File: config.mk
export PLATFORM = sky130hd
export DESIGN_NAME = watch_set_ctrl
export DESIGN_NICKNAME = d
export VERILOG_FILES = /design/src/rtl/watch_set_ctrl.sv
export SDC_FILE = /design/constraint.sdc
export NUM_CORES = 1
export LEC_CHECK = 0
export CAP_MARGIN = 30
export CORE_MARGIN = 4
export CORE_UTILIZATION = 53
export CTS_BUF_LIST = sky130_fd_sc_hd__clkbuf_8 sky130_fd_sc_hd__clkbuf_16
export CTS_CLUSTER_SIZE = 40
export DETAILED_ROUTE_END_ITERATION = 10
export HOLD_SLACK_MARGIN = 0.03
export PLACE_DENSITY = 0.82
export SYNTH_ARGS = -nofsm -noshare
export SYNTH_HDL_FRONTEND = slang
export SYNTH_SLANG_ARGS = --single-unit
File: constraint.sdc
create_clock -name clk -period 2.1 [get_ports clk]
set_input_delay 0.525 -clock clk [delete_from_list [all_inputs] [get_ports clk]]
set_output_delay 0.525 -clock clk [all_outputs]
set_load 0.01 [all_outputs]
File: src/rtl/watch_set_ctrl.sv
// Mode/set controller for the watch timekeeper. It sequences time-set and alarm-set
// states, issues the one-cycle time load, and drives a timed alarm ring.
module watch_set_ctrl #(
   parameter int unsigned RING_CYCLES = 500
) (
   input  logic       clk,
   input  logic       reset,
   input  logic       btn_mode,
   input  logic       btn_inc,
   input  logic       btn_alarm,
   input  logic [4:0] cur_hour,
   input  logic [5:0] cur_minite,
   input  logic [5:0] cur_second,
   output logic       pause,
   output logic       load,
   output logic [4:0] load_hour,
   output logic [5:0] load_minite,
   output logic [5:0] load_second,
   output logic [2:0] mode,
   output logic [4:0] alarm_hour,
   output logic [5:0] alarm_minite,
   output logic       alarm_en,
   output logic       ring
);

   typedef enum logic [2:0] {
      S_RUN      = 3'd0,
      S_SET_HOUR = 3'd1,
      S_SET_MIN  = 3'd2,
      S_SET_SEC  = 3'd3,
      S_ALM_HOUR = 3'd4,
      S_ALM_MIN  = 3'd5
   } state_t;

   localparam logic [15:0] RING_LOAD = 16'(RING_CYCLES - 1);

   state_t      r_state;
   logic        r_pause;
   logic        r_load;
   logic [4:0]  r_load_hour;
   logic [5:0]  r_load_minite;
   logic [5:0]  r_load_second;
   logic [4:0]  r_edit_hour;
   logic [5:0]  r_edit_minite;
   logic [5:0]  r_edit_second;
   logic [4:0]  r_alarm_hour;
   logic [5:0]  r_alarm_minite;
   logic        r_alarm_en;
   logic        r_ring;
   logic [15:0] r_ring_cnt;
   logic        r_match_d;

   logic        w_match;
   logic        w_match_rise;
   logic        w_any_btn;

   function automatic logic [4:0] inc_hour(input logic [4:0] v);
      return (v == 5'd23) ? 5'd0 : v + 5'd1;
   endfunction

   function automatic logic [5:0] inc_min_sec(input logic [5:0] v);
      return (v == 6'd59) ? 6'd0 : v + 6'd1;
   endfunction

   assign w_match = (r_state == S_RUN) && r_alarm_en &&
                    (cur_hour == r_alarm_hour) && (cur_minite == r_alarm_minite) &&
                    (cur_second == 6'd0);
   assign w_match_rise = w_match && !r_match_d;
   assign w_any_btn    = btn_mode || btn_inc || btn_alarm;

   always_ff @(posedge clk) begin
      if (reset) begin
         r_state        <= S_RUN;
         r_pause        <= 1'b0;
         r_load         <= 1'b0;
         r_load_hour    <= '0;
         r_load_minite  <= '0;
         r_load_second  <= '0;
         r_edit_hour    <= '0;
         r_edit_minite  <= '0;
         r_edit_second  <= '0;
         r_alarm_hour   <= '0;
         r_alarm_minite <= '0;
         r_alarm_en     <= 1'b0;
         r_ring         <= 1'b0;
         r_ring_cnt     <= '0;
         r_match_d      <= 1'b0;
      end else begin
         r_load    <= 1'b0;
         r_match_d <= w_match;
         // A ringing alarm swallows any button pulse; it only silences the ring.
         if (r_ring) begin
            if (w_any_btn || r_ring_cnt == '0) begin
               r_ring     <= 1'b0;
               r_ring_cnt <= '0;
            end else begin
               r_ring_cnt <= r_ring_cnt - 16'd1;
            end
         end else begin
            if (w_match_rise) begin
               r_ring     <= 1'b1;
               r_ring_cnt <= RING_LOAD;
            end
            if (btn_mode) begin
               unique case (r_state)
                  S_RUN: begin
                     r_state       <= S_SET_HOUR;
                     r_pause       <= 1'b1;
                     r_edit_hour   <= cur_hour;
                     r_edit_minite <= cur_minite;
                     r_edit_second <= cur_second;
                  end
                  S_SET_HOUR: r_state <= S_SET_MIN;
                  S_SET_MIN:  r_state <= S_SET_SEC;
                  S_SET_SEC: begin
                     r_state       <= S_ALM_HOUR;
                     r_pause       <= 1'b0;
                     r_load        <= 1'b1;
                     r_load_hour   <= r_edit_hour;
                     r_load_minite <= r_edit_minite;
                     r_load_second <= r_edit_second;
                  end
                  S_ALM_HOUR: r_state <= S_ALM_MIN;
                  default:    r_state <= S_RUN;
               endcase
            end else if (btn_inc) begin
               unique case (r_state)
                  S_SET_HOUR: r_edit_hour    <= inc_hour(r_edit_hour);
                  S_SET_MIN:  r_edit_minite  <= inc_min_sec(r_edit_minite);
                  S_SET_SEC:  r_edit_second  <= inc_min_sec(r_edit_second);
                  S_ALM_HOUR: r_alarm_hour   <= inc_hour(r_alarm_hour);
                  S_ALM_MIN:  r_alarm_minite <= inc_min_sec(r_alarm_minite);
                  default:    ;
               endcase
            end
            if (btn_alarm && r_state == S_RUN)
               r_alarm_en <= !r_alarm_en;
         end
      end
   end

   assign pause        = r_pause;
   assign load         = r_load;
   assign load_hour    = r_load_hour;
   assign load_minite  = r_load_minite;
   assign load_second  = r_load_second;
   assign mode         = r_state;
   assign alarm_hour   = r_alarm_hour;
   assign alarm_minite = r_alarm_minite;
   assign alarm_en     = r_alarm_en;
   assign ring         = r_ring;

endmodule

==> metrics.cfg <==
[yosys]
yosysSeqAreaShare = 0.396
avgSynthCellArea_sq_um = 8.12
yosysTopAreaCellShare = 0.396
synth_seq_cells = 69
synth_area_sq_um = 3490
synth_cell_types = 56
synth_nets = 458
synth_edf_count = 0
netlist_instances = 430
async_flop_share = 0
yosys.area_share.adder = 0.0215
synth_most_common_cell = dfxtp_1
netlist_top_cells_count = 69 x dfxtp_1, 59 x nand2_1, 46 x nor2_1, 30 x o21ai_0, 28 x a21oi_1
synthMuxAreaShare = 0.0201
synth_ff_type = dfxtp_1
ys_top_cells_by_area = dfxtp_1 40%, nand2_1 6.3%, nor2_1 4.9%
synth-simple-area-share = 0.262
synth_compound_area_frac = 0.198
synth_xor_area_frac = 0.0602
synth_top_family_by_area = simple AND/OR/NAND/NOR gates
yosysWarnings = 0
yosysTopAreaCell = dfxtp_1

[place]
port_buffers = 56
gp_congestion = 0.855
dpl_worst_slack_ps = -550
postPlaceCellArea_sq_um = 4410
dpl.hpwl_mm = 6.69

[detailed_routing]
routedWlPerCell_microns = 15.8
drt_first_pass_iters = 5
postRouteAntennaNets = 0
routed-via-count = 3548
drt-initial-drc-count = 145
route.detailed.drc = 0
finalWirelength_mm = 9.50
via_per_inst = 5.88

[power]
power.switching_uw = 726
switching_share = 0.234
comb_power_share = 0.111
clockPowerShare = 0.442
vdd_drop_max_mv = 0.563
p_seq_frac = 0.447
power.leakage_uw = 0.00183
powerDensity_nw_per_um2 = 651
finalPower_uw = 3100
p_int_uw = 2380

[global_routing]
grt_pass1_vias = 3506
track_usage = 0.250
antenna_found_initial = 0
grt_overflow = 0
grt_pass1_wl_mm = 15.6
grt_max_degree = 33

[setup_path]
critPathKind = flop to primary output
required_ps = 1570
start_kind = flop
crit_family = buffers and inverters
cp-end-kind = primary output
crit_chain = buf_4 > clkdlybuf4s50_1
path_max_fanout = 17
slowest_delay_ps = 580
critPathArrivalTime_ps = 1520
cp_num_buf_inv = 2
cp_slowest_cell = clkdlybuf4s50_1

[cts]
numCtsBuffers = 9
cts_max_level = 3
clk_pin_slew_ps = 80
clockRootBuffer = clkbuf_8
cts.sinks = 69
cts_tree = built
clk_path_buf_depth = 2
clk_latency_ps = 360

[finish]
syn_to_final_growth_pct = 36.5
insertedDiodeCount = 0
final_util = 0.746
final_layout_size_suffix_gt1_frac = 0.165
nFillCells = 468
final_nets = 549
final_cell_area_sq_um = 4770

[sta]
finClkSkew_ps = 14.2
min_period_ps = 2040
setup_viol = 0
slew_headroom = 0.695
finalMaxSlewViolations = 0
post-route-period-util = 0.973
timing.fmax_mhz = 489
fin_ws_ps = 56.7
finalHoldViolCount = 0
worstMarginPinSlew_ps = 458
setup_tns_ps = 0

[worst_hold_path]
hp-class = flop to flop

[die]
core_area_sq_um = 6390
fp-row-count = 29
fp.dieH_microns = 89.2
pin_count = 57
start_util = 0.547
dieArea_sq_um = 7950
die_w_microns = 89.2

[outcome]
outcome = complete, no violations

[flow_run]
cap_violations = 0

## kinds of logic (layout without fill, tap and decap cells)
family | after synthesis | count (layout)
DFF | 69 | 69
and+or+nand+nor | 179 | 179
muxes | 7 | 7
xor gates and xnor gates | 24 | 24
adders and majority gates | 6 | 6
AOI/OAI and AO/OA | 108 | 108
buffers and inverters | 37 | 133
## registers in the layout, indices dropped and copies added (netlist names)
register,flops
mode,3
load_minite,6
alarm_en,1
r_match_d,1
load,1
r_ring_cnt,16
r_edit_minite,6
pause,1
r_edit_hour,5
alarm_hour,5
ring,1
load_hour,5
load_second,6
r_edit_second,6
alarm_minite,6
## placed cells by master, fill, tap and decap left out, drive strengths merged, types with 3 or more instances in the layout
master	count
a211oi	6
a21oi	28
a22o	3
a22oi	7
a31oi	9
and3	3
buf	48
bufinv	3
clkbuf	11
clkdlybuf4s50	51
dfxtp	69
dlymetal6s2s	3
ha	6
inv	13
mux2i	7
nand2	59
nand2b	8
nand3	11
nand3b	3
nand4	3
nor2	46
nor2b	3
nor3	11
nor4	6
o211ai	5
o21ai	31
o31ai	3
or3	9
or4	6
xnor2	6
xor2	18
## area by class of cell
| type | count | area [sq um] | share of cell area |
|---|---|---|---|
| clock buffer | 11 | 151 | 0.0318 |
| multi-input combinational | 324 | 2030 | 0.425 |
| sequential | 69 | 1380 | 0.290 |
| clock inverter | 5 | 106 | 0.0223 |
| inverter | 13 | 48.8 | 0.0102 |
| tap | 77 | 96.3 | 0.0202 |
| timing repair buffer | 104 | 955 | 0.200 |
## worst min-delay path, cell delays in order (launching register included)
cell,delay (ps)
dfxtp_1,310
nand2_1,50
a21oi_1,50
## what timing repair did
| item | CTS | global route |
|---|---|---|
| buffers inserted | 0 | 1 |
| resized for setup | 5 | 11 |
| hold buffers | 0 | 0 |
| cloned | 0 | 1 |
| pin swaps | 3 | 5 |
| endpoints found under the setup margin | 21 | 23 |
## metrics by stage
step                hold slack [ps]  std cells
floorplan                       445        430
global placement                442        585
detailed placement              448        585
CTS                             458        601
global route                    481        603
finish                          453        603
## power groups by stage
stage / Combinational (uW) / Sequential, uW / Clock (uW)
after floorplan: 172 / 1410 / 0
after global placement: 312 / 1410 / 0
after detailed placement: 323 / 1410 / 0
after CTS: 327 / 1390 / 1380
after global routing: 381 / 1390 / 1440
final: 345 / 1390 / 1370
## per-layer routing
layer | part of all wire | up-vias | track usage
li1 | - | 1704 | -
met1 | 0.41 | 1696 | 0.302
met2 | 0.51 | 126 | 0.425
met3 | 0.057 | 22 | 0.0433
met4 | 0.023 | 0 | 0.124
met5 | 0 | - | 0
## final timing paths
path,start,endpoint,slack [ps],cells after the start
min reg2reg,load_second[5]$_SDFFE_PP0P_,load_second[5]$_SDFFE_PP0P_,450,2
max reg2reg,r_ring_cnt[11]$_SDFFE_PP0P_,r_ring_cnt[4]$_SDFFE_PP0P_,130,6
min,load_second[5]$_SDFFE_PP0P_,load_second[5]$_SDFFE_PP0P_,450,2
max,ring$_SDFF_PP0_,ring,60,2
No activity file was read; power rests on OpenSTA's default activity.
